### src/rtl/ctrl_pkg.sv
// Shared encodings for the multi-cycle MIPS-subset control path.
// Opcodes, ALUOp, PC-source and FSM state definitions.
package ctrl_pkg;

  typedef enum logic [2:0] {
    S_RESET  = 3'd0,
    S_FETCH  = 3'd1,
    S_DECODE = 3'd2,
    S_EXEC   = 3'd3,
    S_MEM    = 3'd4,
    S_WB     = 3'd5,
    S_HALT   = 3'd7
  } state_e;

  localparam logic [5:0] OP_RTYPE = 6'b000000;
  localparam logic [5:0] OP_ADDI  = 6'b001000;
  localparam logic [5:0] OP_LUI   = 6'b001111;
  localparam logic [5:0] OP_LW    = 6'b100011;
  localparam logic [5:0] OP_SW    = 6'b101011;
  localparam logic [5:0] OP_BEQ   = 6'b000100;
  localparam logic [5:0] OP_J     = 6'b000010;

  localparam logic [2:0] ALU_ADD   = 3'b000;
  localparam logic [2:0] ALU_SUB   = 3'b001;
  localparam logic [2:0] ALU_RTYPE = 3'b010;
  localparam logic [2:0] ALU_LUI   = 3'b011;

  localparam logic [1:0] PC_SEQ = 2'd0;
  localparam logic [1:0] PC_BR  = 2'd1;
  localparam logic [1:0] PC_JMP = 2'd2;

  typedef struct packed {
    logic       mem_req;
    logic       mem_we;
    logic       iord;
    logic       ir_write;
    logic       pc_write;
    logic [1:0] pc_src;
    logic       reg_write;
    logic       reg_dst;
    logic       mem_to_reg;
    logic       alu_src;
    logic [2:0] alu_op;
    logic       halted;
  } ctrl_t;

  function automatic logic op_legal(input logic [5:0] op);
    case (op)
      OP_RTYPE, OP_ADDI, OP_LUI, OP_LW,
      OP_SW, OP_BEQ, OP_J: return 1'b1;
      default:             return 1'b0;
    endcase
  endfunction

endpackage

### src/rtl/perf_counters.sv
// Free-running cycle and retired-instruction counters.
// Both wrap silently at 2^CNT_W.
module perf_counters #(
  parameter int CNT_W = 32
) (
  input  logic             clk_i,
  input  logic             rst_n,
  input  logic             cyc_en_i,
  input  logic             ret_en_i,
  output logic [CNT_W-1:0] cycle_cnt_o,
  output logic [CNT_W-1:0] instr_cnt_o
);

  always_ff @(posedge clk_i or negedge rst_n) begin
    if (!rst_n) begin
      cycle_cnt_o <= '0;
      instr_cnt_o <= '0;
    end else begin
      if (cyc_en_i)
        cycle_cnt_o <= cycle_cnt_o + CNT_W'(1);
      if (ret_en_i)
        instr_cnt_o <= instr_cnt_o + CNT_W'(1);
    end
  end

endmodule

### src/rtl/multicycle_ctrl.sv
// Multi-cycle MIPS-subset control FSM: sequences FETCH/DECODE/
// EXEC/MEM/WB over a shared memory port with a ready handshake.
module multicycle_ctrl
  import ctrl_pkg::*;
#(
  parameter int CNT_W       = 32,
  parameter int MEM_TIMEOUT = 255
) (
  input  logic             clk_i,
  input  logic             rst_n,
  input  logic [5:0]       instr_op_i,
  input  logic             mem_ready_i,
  input  logic             zero_i,
  output logic             mem_req_o,
  output logic             mem_we_o,
  output logic             iord_o,
  output logic             ir_write_o,
  output logic             pc_write_o,
  output logic [1:0]       pc_src_o,
  output logic             reg_write_o,
  output logic             reg_dst_o,
  output logic             mem_to_reg_o,
  output logic             alu_src_o,
  output logic [2:0]       alu_op_o,
  output logic             halted_o,
  output logic [2:0]       state_o,
  output logic [CNT_W-1:0] cycle_cnt_o,
  output logic [CNT_W-1:0] instr_cnt_o
);

  localparam int WAIT_W =
    (MEM_TIMEOUT > 1) ? $clog2(MEM_TIMEOUT) : 1;
  localparam logic [WAIT_W-1:0] WAIT_LAST =
    WAIT_W'((MEM_TIMEOUT > 0) ? MEM_TIMEOUT - 1 : 0);
  localparam logic TO_EN = (MEM_TIMEOUT != 0);

  state_e            state_q, state_d;
  logic [5:0]        op_q;
  logic [WAIT_W-1:0] wait_q;
  ctrl_t             c;
  logic is_r, is_addi, is_lui, is_lw, is_sw, is_beq, is_j;
  logic mem_wait, timeout, retire, cyc_en;

  assign is_r    = (op_q == OP_RTYPE);
  assign is_addi = (op_q == OP_ADDI);
  assign is_lui  = (op_q == OP_LUI);
  assign is_lw   = (op_q == OP_LW);
  assign is_sw   = (op_q == OP_SW);
  assign is_beq  = (op_q == OP_BEQ);
  assign is_j    = (op_q == OP_J);

  assign mem_wait = (state_q == S_FETCH) ||
                    (state_q == S_MEM);
  // ready cycle never times out; counter only runs while stalled
  assign timeout = TO_EN && mem_wait && !mem_ready_i &&
                   (wait_q == WAIT_LAST);

  always_ff @(posedge clk_i or negedge rst_n) begin
    if (!rst_n) begin
      state_q <= S_RESET;
      op_q    <= '0;
      wait_q  <= '0;
    end else begin
      state_q <= state_d;
      if (state_q == S_DECODE)
        op_q <= instr_op_i;
      if (TO_EN && mem_wait && !mem_ready_i)
        wait_q <= wait_q + WAIT_W'(1);
      else
        wait_q <= '0;
    end
  end

  always_comb begin
    state_d = state_q;
    unique case (state_q)
      S_RESET:  state_d = S_FETCH;
      S_FETCH: begin
        if (mem_ready_i)  state_d = S_DECODE;
        else if (timeout) state_d = S_HALT;
      end
      S_DECODE: state_d = op_legal(instr_op_i) ?
                          S_EXEC : S_HALT;
      S_EXEC: begin
        unique case (1'b1)
          is_lw, is_sw:  state_d = S_MEM;
          is_beq, is_j:  state_d = S_FETCH;
          default:       state_d = S_WB;
        endcase
      end
      S_MEM: begin
        if (mem_ready_i)  state_d = is_sw ? S_FETCH : S_WB;
        else if (timeout) state_d = S_HALT;
      end
      S_WB:     state_d = S_FETCH;
      S_HALT:   state_d = S_HALT;
      default:  state_d = S_HALT;
    endcase
  end

  always_comb begin
    c = '0;
    unique case (state_q)
      S_FETCH: begin
        c.mem_req  = 1'b1;
        c.ir_write = mem_ready_i;
        c.pc_write = mem_ready_i;
        c.pc_src   = PC_SEQ;
      end
      S_EXEC: begin
        unique case (1'b1)
          is_r:    c.alu_op = ALU_RTYPE;
          is_addi: begin
            c.alu_op  = ALU_ADD;
            c.alu_src = 1'b1;
          end
          is_lui: begin
            c.alu_op  = ALU_LUI;
            c.alu_src = 1'b1;
          end
          is_lw, is_sw: begin
            c.alu_op  = ALU_ADD;
            c.alu_src = 1'b1;
          end
          is_beq: begin
            c.alu_op   = ALU_SUB;
            c.pc_src   = PC_BR;
            c.pc_write = zero_i;
          end
          is_j: begin
            c.pc_src   = PC_JMP;
            c.pc_write = 1'b1;
          end
          default: c = '0;
        endcase
      end
      S_MEM: begin
        c.mem_req = 1'b1;
        c.iord    = 1'b1;
        c.mem_we  = is_sw;
      end
      S_WB: begin
        c.reg_write  = 1'b1;
        c.reg_dst    = is_r;
        c.mem_to_reg = is_lw;
      end
      S_HALT:  c.halted = 1'b1;
      default: c = '0;
    endcase
  end

  assign retire =
    ((state_q == S_EXEC) && (is_beq || is_j)) ||
    ((state_q == S_MEM) && is_sw && mem_ready_i) ||
    (state_q == S_WB);
  assign cyc_en = (state_q != S_RESET) &&
                  (state_q != S_HALT);

  perf_counters #(.CNT_W(CNT_W)) u_cnt (
    .clk_i       (clk_i),
    .rst_n       (rst_n),
    .cyc_en_i    (cyc_en),
    .ret_en_i    (retire),
    .cycle_cnt_o (cycle_cnt_o),
    .instr_cnt_o (instr_cnt_o)
  );

  assign mem_req_o    = c.mem_req;
  assign mem_we_o     = c.mem_we;
  assign iord_o       = c.iord;
  assign ir_write_o   = c.ir_write;
  assign pc_write_o   = c.pc_write;
  assign pc_src_o     = c.pc_src;
  assign reg_write_o  = c.reg_write;
  assign reg_dst_o    = c.reg_dst;
  assign mem_to_reg_o = c.mem_to_reg;
  assign alu_src_o    = c.alu_src;
  assign alu_op_o     = c.alu_op;
  assign halted_o     = c.halted;
  assign state_o      = state_q;

endmodule
### config.mk
export PLATFORM = sky130hd
export DESIGN_NAME = multicycle_ctrl
export DESIGN_NICKNAME = d
export VERILOG_FILES = /design/src/rtl/ctrl_pkg.sv /design/src/rtl/perf_counters.sv /design/src/rtl/multicycle_ctrl.sv
export SDC_FILE = /design/constraint.sdc
export NUM_CORES = 1
export LEC_CHECK = 0
export ABC_AREA = 1
export ABC_CLOCK_PERIOD_IN_PS = 4050
export CAP_MARGIN = 20
export CORE_ASPECT_RATIO = 1.2
export CORE_UTILIZATION = 56
export CTS_CLUSTER_SIZE = 16
export DETAILED_ROUTE_END_ITERATION = 10
export GPL_TIMING_DRIVEN = 1
export PLACE_DENSITY = 0.92
export SYNTH_ARGS = -nofsm -noshare
export SYNTH_HDL_FRONTEND = slang
export SYNTH_SLANG_ARGS = --single-unit
### constraint.sdc
create_clock -name clk_i -period 4.05 [get_ports clk_i]
set_input_delay 1.0125 -clock clk_i [delete_from_list [all_inputs] [get_ports clk_i]]
set_output_delay 1.0125 -clock clk_i [all_outputs]
set_load 0.03 [all_outputs]
==> Word-level counts from Yosys, hierarchy flattened <==
Cells that the tools add are included.
{ "word_totals": {"register_bits": 81, "inputBits": 10, "output_inout_bits": 82} }
{ "classes": {"addsub": 3, "eq_ne": 20, "muxes": 19, "reduce_logical": 21} }
{ "ops": {"columns": ["cell", "n"], "rows": [
  ["adder 32 x 1 -> 32 bit, second input constant", 2],
  ["== test 6 x 4 -> 1 bit, second input constant", 4],
  ["== test 6 bit, second input constant", 4],
  ["two-way mux 3 bit", 6],
  ["one-hot mux 3 bit (5 select lines)", 1],
  ["== test 6 x 2 -> 1 bit, second input constant", 2],
  ["== test 6 x 3 -> 1 bit, second input constant", 2],
  ["zero test 6 bit", 2],
  ["one-hot mux 3 bit (2 select lines)", 2],
  ["== test 3 bit, second input constant", 3],
  ["adder 8 x 1 -> 8 bit, second input constant", 1],
  ["== test 8 bit, second input constant", 1],
  ["two-way mux 8 bit", 1],
  ["one-hot mux 4 bit (2 select lines)", 1],
  ["OR reduction 2 bit", 4],
  ["OR reduction 7 bit", 1],
  ["== test 3 x 2 -> 1 bit, second input constant", 2],
  ["logical AND 1 bit", 6],
  ["one-hot mux 2 bit (3 select lines)", 1],
  ["two-way mux 1 bit", 5],
  ["logical OR 1 bit", 4],
  ["two-way mux 4 bit", 1],
  ["OR reduction 4 bit", 1],
  ["== test 3 x 1 -> 1 bit, second input constant", 1],
  ["5 further kinds", 5]
]} }

==> Depth between registers and ports, before layout <==
Gate-level depths: netlist of the first run.
{ "depth": {"word_depth": 7, "mapped_depth": 10, "mapped_depth_nobuf": 10} }

==> Cells and area by module <==
From an unflattened synthesis of the first run, not the netlist that was laid out.
{ "unflattened": {"hier_cells": 596, "hier_area_um2": 4624.4} }
{ "modules_own_cells": {"columns": ["module", "instances", "cells_per_inst", "area_each_um2", "seq_area_each_um2"], "rows": [
  ["perf_counters", 1, 428, 3493.4, 1601.5],
  ["multicycle_ctrl", 1, 168, 1131.1, 425.4]
]} }

==> Least setup slack after synthesis of the first run <==
No wires, ideal clock.
{ "synth_timing": {"kind": "flip-flop to output port", "from": "reg state_q[2], in the netlist state_o[2]", "to": "out mem_to_reg_o", "arrival_ns": 2.393, "slack_ns": 0.645, "stages_incl_launch_ff": 7, "path_cell_list": "dfrtp_1 > buf_2 > nand2_2 > nor2_1 > inv_2 > buf_2 > nor3b_1"} }
{ "synth_between": {"elab_chain_len": 2} }
{ "synth_lines": {"columns": ["item", "line_no", "rtl"], "rows": [
  ["start: declaration", "multicycle_ctrl.sv:37", "state_e state_q, state_d;"],
  ["start signal: assignment", "multicycle_ctrl.sv:64", "state_q <= state_d;"],
  ["== test 3 bit", "multicycle_ctrl.sv:103", "unique case (state_q)"],
  ["two-way mux 3 bit", null, null],
  ["end: declaration", "multicycle_ctrl.sv:22", "output logic mem_to_reg_o,"]
]} }
No other way between the ends.

==> Final worst setup path of the first run <==
{ "layout_timing": {"from": "in mem_ready_i", "to": "out pc_write_o"} }
{ "layout_between": {"elab_chain_len": 1} }
{ "layout_lines": {"columns": ["item", "line_no", "rtl"], "rows": [
  ["start: declaration", "multicycle_ctrl.sv:12", "input logic mem_ready_i,"],
  ["one-hot mux 4 bit (2 select lines)", "multicycle_ctrl.sv:103", null],
  ["end: declaration", "multicycle_ctrl.sv:18", "output logic pc_write_o,"]
]} }
No other way between the ends.

==> metrics, run 1 <==
R2R depth 7; startpoint types input port; crit path DAT 2.59 ns; CTS tree done; Clk pwr share 43.8%; num ports 92; top cell type by total area after synthesis dfrtp_1; Yosys reg bits 81; clk sinks 81; XOR/XNOR share of the synthesized area 6.05%; R2R Path Start state_o[1]$_DFF_PN0_; post-DP HPWL 9660 µm; crit path max fanout 3; mux share of post-synthesis cell area 0%; Reg power frac 53.9%; Int Pwr 0.00119 W; Syn Nets 790; status complete, no violations; CTS H-tree depth 3; first-pass GRT wire length 22100 µm; Die Span X 90.1 µm; cts bufs inserted 9; worst hold path class input port to async pin; Slew Viols, Final 0; first-iteration detailed-routing DRC count 347; largest cells by area after synthesis dfrtp_1, nand2_1, nor2_1; Post-Route WL 13000 µm; Hold Buf Count CTS 0; DRC Markers 0; switching share of power 20.4%; Post-Syn Area 5210 µm²; worst setup path start mem_ready_i; # diodes 0; Tmin final 3.60 ns; vias per cell 5.33; Post-CTS Setup Repair Bufs 0; setup violators final 0; DR vias 5255; Pre-antenna DRT Iters 5; Synth Warn # 0; syn avg cell area 6.72 µm²; Global Route Usage Sum 28.6%; flop2flop setup slack 2.08 ns; Compound-Gate Fraction of Synth Area 2.16%; leakage power 2.86 nW; Post-Synth Adder-Cell Area 0.960%; Comb power frac 2.3%; RSZ-0062 raised after global routing no; vias in the first global route 4850; sequential share of the synthesized area 38.9%; Placeable Area 9030 µm²; clock skew 0.0104 ns; Worst Setup End Kind output pin; initial core utilization 57.7%; Tightest Pin Transition 0.603 ns; largest net degree at the start of global routing 82; synthesis-to-finish area growth 23.0%; Post-Route Utilization 71.0%; Die Y 108 µm; post-route clock period utilization 88.9%; worst IR drop on VDD 0.184 mV; clk root buf clkbuf_8; total grt overflow 0; post-synth top area share 38.9%; worst reg2reg path endpoint u_cnt.instr_cnt_o[22]$_DFFE_PN0P_; initial antenna violation count 0; Die ar. 9700 µm²; clock tree buffer depth 2; Yosys cell types 31; Psw 0.000305 W; nets@finish 877; I/O Buffers 90; Syn Inst Count 776; Synth Area in Simple Gates 44.6%; WP data required 3.04 ns; final hold slack 0.479 ns; Post-CTS Resized 0; WS Path Type input port to output pin; Clock transition at path regs 0.08 ns; # rows 38; setup_tns 0 ns; Max-Cap Viols 0; final-report hold violation count 0; routed len/inst 13.2 µm; fmax 278 MHz; GP Congestion 0.969; worst-skew pair later-pin latency 0.35 ns; worst rel slew slack 59.7%; cell area power density 234 nW/µm²; share of cells above drive strength 1 4.62%; largest family of logic cells by synthesized area simple AND/OR/NAND/NOR gates; antenna-violating nets left 0
## Yosys cell counts (all sizes together)
library cell / count
a21oi: 9
and2: 3
buf: 17
conb: 1
dfrtp: 81
ha: 4
inv: 73
nand2: 306
nand3: 47
nand3b: 1
nand4: 45
nor2: 131
nor3: 7
nor3b: 1
nor4: 1
o21ai: 12
o21bai: 1
xnor2: 18
xor2: 18
## through the flow
| stage | power, W | std cells | instance area [µm²] | worst slack [ns] |
|---|---|---|---|---|
| 2_1_floorplan | 0.000830 | 776 | 5210 | 0.645 |
| 3_3_place_gp | 0.000856 | 971 | 6170 | 0.442 |
| 3_5_place_dp | 0.000856 | 971 | 6170 | 0.451 |
| 4_1_cts | 0.00150 | 985 | 6390 | 0.448 |
| 5_1_grt | 0.00156 | 986 | 6410 | 0.368 |
| 6_report | 0.00150 | 986 | 6410 | 0.448 |
## worst max-delay path by stage
stage	to	slack, ns	depth (start not counted)
floorplan	mem_to_reg_o	0.64	6
global placement	pc_write_o	0.44	6
detailed placement	pc_write_o	0.45	6
CTS	pc_write_o	0.45	6
global route	mem_to_reg_o	0.37	5
finish	pc_write_o	0.45	6
## cell usage in the layout, fill, tap and decap left out, types with 2 or more instances in the layout
| cell | count |
|---|---|
| ha_1 | 4 |
| nand2_2 | 4 |
| and2_1 | 3 |
| xnor2_1 | 18 |
| nor3_1 | 5 |
| nor2_2 | 7 |
| xor2_1 | 18 |
| inv_2 | 3 |
| clkbuf_8 | 11 |
| a21oi_1 | 9 |
| clkdlybuf4s50_1 | 89 |
| buf_4 | 3 |
| inv_1 | 70 |
| nand3_1 | 46 |
| nor2_4 | 3 |
| o21ai_0 | 11 |
| nand4_1 | 44 |
| dfrtp_1 | 81 |
| nand2_1 | 301 |
| bufinv_16 | 2 |
| nor2_1 | 121 |
## routing by layer
metal	GRT usage, %	vias up	routed length, µm
li1	-	2626	-
met1	34.4	2411	5450
met2	51.0	183	6570
met3	4.73	35	657
met4	11.2	0	349
met5	0	-	0
## worst max-delay path, stage by stage
cell	delay (ns)
clkdlybuf4s50_1	0.52
inv_1	0.08
nor2_1	0.14
inv_1	0.08
o21ai_0	0.07
clkdlybuf4s50_1	0.69
## power groups by stage
stage	logic [W]	registers, W	clock network [W]
floorplan	0.00000553	0.000824	0
global placement	0.0000317	0.000824	0
global route	0.0000388	0.000808	0.000710
finish	0.0000338	0.000808	0.000657
CTS	0.0000318	0.000808	0.000665
detailed placement	0.0000316	0.000824	0
## flip-flops by register name (all words and copies together) (netlist names)
register and flops:
u_cnt.instr_cnt_o 32, op_q 6, u_cnt.cycle_cnt_o 32, wait_q 8, state_o 3
## cells by family after synthesis
kind of cell,after synthesis
fa+ha+maj,4
buf+inv,90
flops,81
xor+xnor,36
simple gates,542
other cells,1
compound gates,22
## layout make-up
type | count | area [µm²]
Multi-Input combinational cell | 605 | 2810
Clock buffer | 11 | 151
Sequential cell | 81 | 2030
Inverter | 73 | 274
Clock inverter | 3 | 65.1
Timing Repair Buffer | 93 | 941
Fill cell | 739 | 2620
Tap cell | 120 | 150
Power figures use the tool's default switching activity.
==> run 2, diff against run 1 <==
--- a/config.mk
+++ b/config.mk
@@ -5,15 +5,16 @@
 export SDC_FILE = /design/constraint.sdc
 export NUM_CORES = 1
 export LEC_CHECK = 0
-export ABC_AREA = 1
 export ABC_CLOCK_PERIOD_IN_PS = 4050
 export CAP_MARGIN = 20
 export CORE_ASPECT_RATIO = 1.2
-export CORE_UTILIZATION = 56
+export CORE_UTILIZATION = 55
 export CTS_CLUSTER_SIZE = 16
 export DETAILED_ROUTE_END_ITERATION = 10
 export GPL_TIMING_DRIVEN = 1
-export PLACE_DENSITY = 0.92
+export HOLD_SLACK_MARGIN = 0.05
+export PLACE_DENSITY = 0.94
+export REMOVE_ABC_BUFFERS = 1
 export SYNTH_ARGS = -nofsm -noshare
 export SYNTH_HDL_FRONTEND = slang
 export SYNTH_SLANG_ARGS = --single-unit
==> run 2 against run 1 <==
  * Sequential share of layout area rose by 6.8 points
  * Highest routed layer unchanged
  * Largest power group unchanged
  * Fmax fell by 4.5%
  * Critical endpoint unchanged
  * Core utilization rose by 1.9 points
  * Synthesized cell count fell by 50%
  * Largest cell class is now flip-flops and latches
==> metrics, run 2 <==
Worst Setup End Kind output pin (unchanged); Place WS 0.318 ns (was 0.451 ns); vias in the first global route 3242 (was 4850); I/O Buffers 90 (unchanged); Regs by FF count u_cnt.cycle_cnt_o (32), u_cnt.instr_cnt_o (32), wait_q (8) (unchanged); Synth Flop Type dfrtp_1 (unchanged); vias per cell 5.80 (was 5.33); EDFF count, synth 0 (unchanged); total grt overflow 0 (unchanged); Synth Area in Simple Gates 25.5% (was 44.6%); final-report hold violation count 0 (unchanged); most frequent cells after synthesis dfrtp_1, xnor2_1, nand2_1, xor2_1 (was nand2_1, nor2_1, dfrtp_1, inv_1, nand3_1); most frequent cells in the layout clkdlybuf4s50_1, dfrtp_1, xnor2_1 (was nand2_1, nor2_1, clkdlybuf4s50_1); Setup WS post-layout 0.280 ns (was 0.448 ns); post-route clock period utilization 93.1% (was 88.9%); Die Y 96.6 µm (was 108 µm); count leader, synth dfrtp_1 (was nand2_1); Syn Inst Count 391 (was 776); clock tree buffer depth 2 (unchanged); CTS H-tree depth 3 (unchanged); post-synth top area share 49.4% (was 38.9%); CP Cell Sequence nand3b_1 -> or3_1 -> o41ai_1 -> clkdlybuf4s50_1 (was clkdlybuf4s50_1 -> inv_1 -> nor2_1 -> inv_1 -> o21ai_0 -> clkdlybuf4s50_1); nets@finish 493 (was 877); max incr delay on CP 0.74 ns (was 0.69 ns); GP Congestion 0.817 (was 0.969); setup_tns 0 ns (unchanged); Post-Syn Area 4100 µm² (was 5210 µm²); final hold slack 0.477 ns (was 0.479 ns); initial core utilization 56.7% (was 57.7%); cts bufs inserted 9 (unchanged); fmax 265 MHz (was 278 MHz); crit path DAT 2.76 ns (was 2.59 ns); Post-CTS Resized 0 (unchanged); synthesis-to-finish area growth 28.6% (was 23.0%); Buf+Inv Stages, Crit Path 1 (was 4); status complete, no violations (unchanged); Post-Route WL 9350 µm (was 13000 µm); DR vias 3331 (was 5255); setup violators final 0 (unchanged); RSZ-0062 raised after global routing no (unchanged); Yosys cell types 48 (was 31); worst-skew pair later-pin latency 0.35 ns (about the same); initial antenna violation count 0 (unchanged); worst hold path class flop to flop (was input port to async pin); sequential share of the synthesized area 49.4% (was 38.9%); commonest non-fill, non-tap cell in the layout clkdlybuf4s50_1 (was nand2_1); CTS tree done (unchanged); num ports 92 (unchanged); leakage power 2.20 nW (was 2.86 nW); Tmin final 3.77 ns (was 3.60 ns); # diodes 0 (unchanged); largest family of logic cells by synthesized area simple AND/OR/NAND/NOR gates (unchanged); Tightest Pin Transition 0.880 ns (was 0.603 ns); antenna-violating nets left 0 (unchanged); Compound-Gate Fraction of Synth Area 4.06% (was 2.16%); post-place instance area 5050 µm² (was 6170 µm²); Slew Viols, Final 0 (unchanged); largest cells by area after synthesis dfrtp_1, xnor2_1, xor2_1 (was dfrtp_1, nand2_1, nor2_1); XOR/XNOR share of the synthesized area 15.0% (was 6.05%); Fill cells 495 (was 739); Pre-antenna DRT Iters 4 (was 5); largest net degree at the start of global routing 82 (unchanged); startpoint types flop (was input port); critical path's top delay family buffers and inverters (unchanged); Clock transition at path regs 0.08 ns (about the same); clock skew 0.00929 ns (was 0.0104 ns); Synth Warn # 0 (unchanged); cell area power density 532 nW/µm² (was 234 nW/µm²); worst rel slew slack 41.2% (was 59.7%); Post-Synth Adder-Cell Area 1.46% (was 0.960%); first-iteration detailed-routing DRC count 153 (was 347); Post-CTS Setup Repair Bufs 0 (unchanged); Die ar. 7810 µm² (was 9700 µm²); first-pass GRT wire length 15300 µm (was 22100 µm); routed len/inst 16.3 µm (was 13.2 µm); mux share of post-synthesis cell area 1.89% (was 0%); DRC Markers 0 (unchanged); syn avg cell area 10.5 µm² (was 6.72 µm²); Max-Cap Viols 0 (unchanged); # rows 34 (was 38); Global Route Usage Sum 25.6% (was 28.6%); clk sinks 81 (unchanged); final instance area 5270 µm² (was 6410 µm²); Die Span X 80.8 µm (was 90.1 µm); Yosys reg bits 81 (unchanged); Placeable Area 7230 µm² (was 9030 µm²); post-DP HPWL 6440 µm (was 9660 µm); Hold Buf Count CTS 0 (unchanged); WP data required 3.04 ns (about the same); worst IR drop on VDD 0.410 mV (was 0.184 mV); top cell type by total area after synthesis dfrtp_1 (unchanged); clk root buf clkbuf_8 (unchanged); total power draw 0.00280 W (was 0.00150 W); Post-synth ARST share 100% (unchanged); slowest CP cell clkdlybuf4s50_1 (unchanged); crit path max fanout 16 (was 3); share of cells above drive strength 1 8.47% (was 4.62%); WS Path Type flop to output pin (was input port to output pin)
## run 2: changes by cell type in the layout (fill, tap and decap cells not counted), moves of 20 or more
cell,before,now
nand4_1,44,13
nand3_1,46,26
xnor2_1,18,40
inv_1,70,9
nand2_1,301,34
nor2_1,121,26
## run 2: final timing paths
kind	endpoint	slack, ns	from	cells after the start
max in group asynchronous	wait_q[7]$_DFF_PN0_	2.94	rst_n	2
min in group asynchronous	u_cnt.instr_cnt_o[10]$_DFFE_PN0P_	0.53	rst_n	1
min	u_cnt.cycle_cnt_o[31]$_DFFE_PN0P_	0.48	u_cnt.cycle_cnt_o[31]$_DFFE_PN0P_	1
min reg2reg	u_cnt.cycle_cnt_o[31]$_DFFE_PN0P_	0.48	u_cnt.cycle_cnt_o[31]$_DFFE_PN0P_	1
max	pc_write_o	0.28	state_o[1]$_DFF_PN0_	4
max reg2reg	u_cnt.instr_cnt_o[9]$_DFFE_PN0P_	1.68	op_q[3]$_DFFE_PN0P_	5
## run 2: worst reg2reg max path, stage by stage (launching register included)
cell	delay, ns
dfrtp_1	0.50
or4_1	0.58
or3_1	0.41
a21boi_4	0.24
nor4_1	0.40
xor2_1	0.18
## run 2: report_power, final
group	total (W)	switching (W)	internal, W
clock network	0.000582	0.000298	0.000284
logic	0.00109	0.000653	0.000442
registers	0.00113	0.000197	0.000931
total	0.00280	0.00115	0.00166
## run 2: cell families after synthesis
logic type,Yosys count
other,1
xor gates and xnor gates,70
buffers and inverters,25
AOI/OAI and AO/OA,23
adders and majority gates,5
and+or+nand+nor,179
DFF,81
muxes,7
## run 2: routing by layer
metal / track usage [%] / wire, µm
met5: 0 / 0
met4: 13.5 / 297
met3: 3.76 / 346
met2: 43.1 / 4890
met1: 31.6 / 3810
## run 2: area by class of cell
| class | count | area (µm²) | share of cell area [%] |
|---|---|---|---|
| flip-flops and latches | 81 | 2030 | 38.4 |
| clock buffers | 9 | 124 | 2.35 |
| well taps | 90 | 113 | 2.14 |
| multi-input cells | 285 | 1970 | 37.3 |
| repair buffers | 93 | 941 | 17.8 |
| clock inverters | 7 | 68.8 | 1.30 |
| inverters | 9 | 33.8 | 0.641 |
## run 2: through the flow
stage,utilization (%),cells
2_1_floorplan,-,375
3_5_place_dp,69.9,557
5_1_grt,72.9,574
3_3_place_gp,69.9,557
4_1_cts,72.5,573
6_report,72.9,574
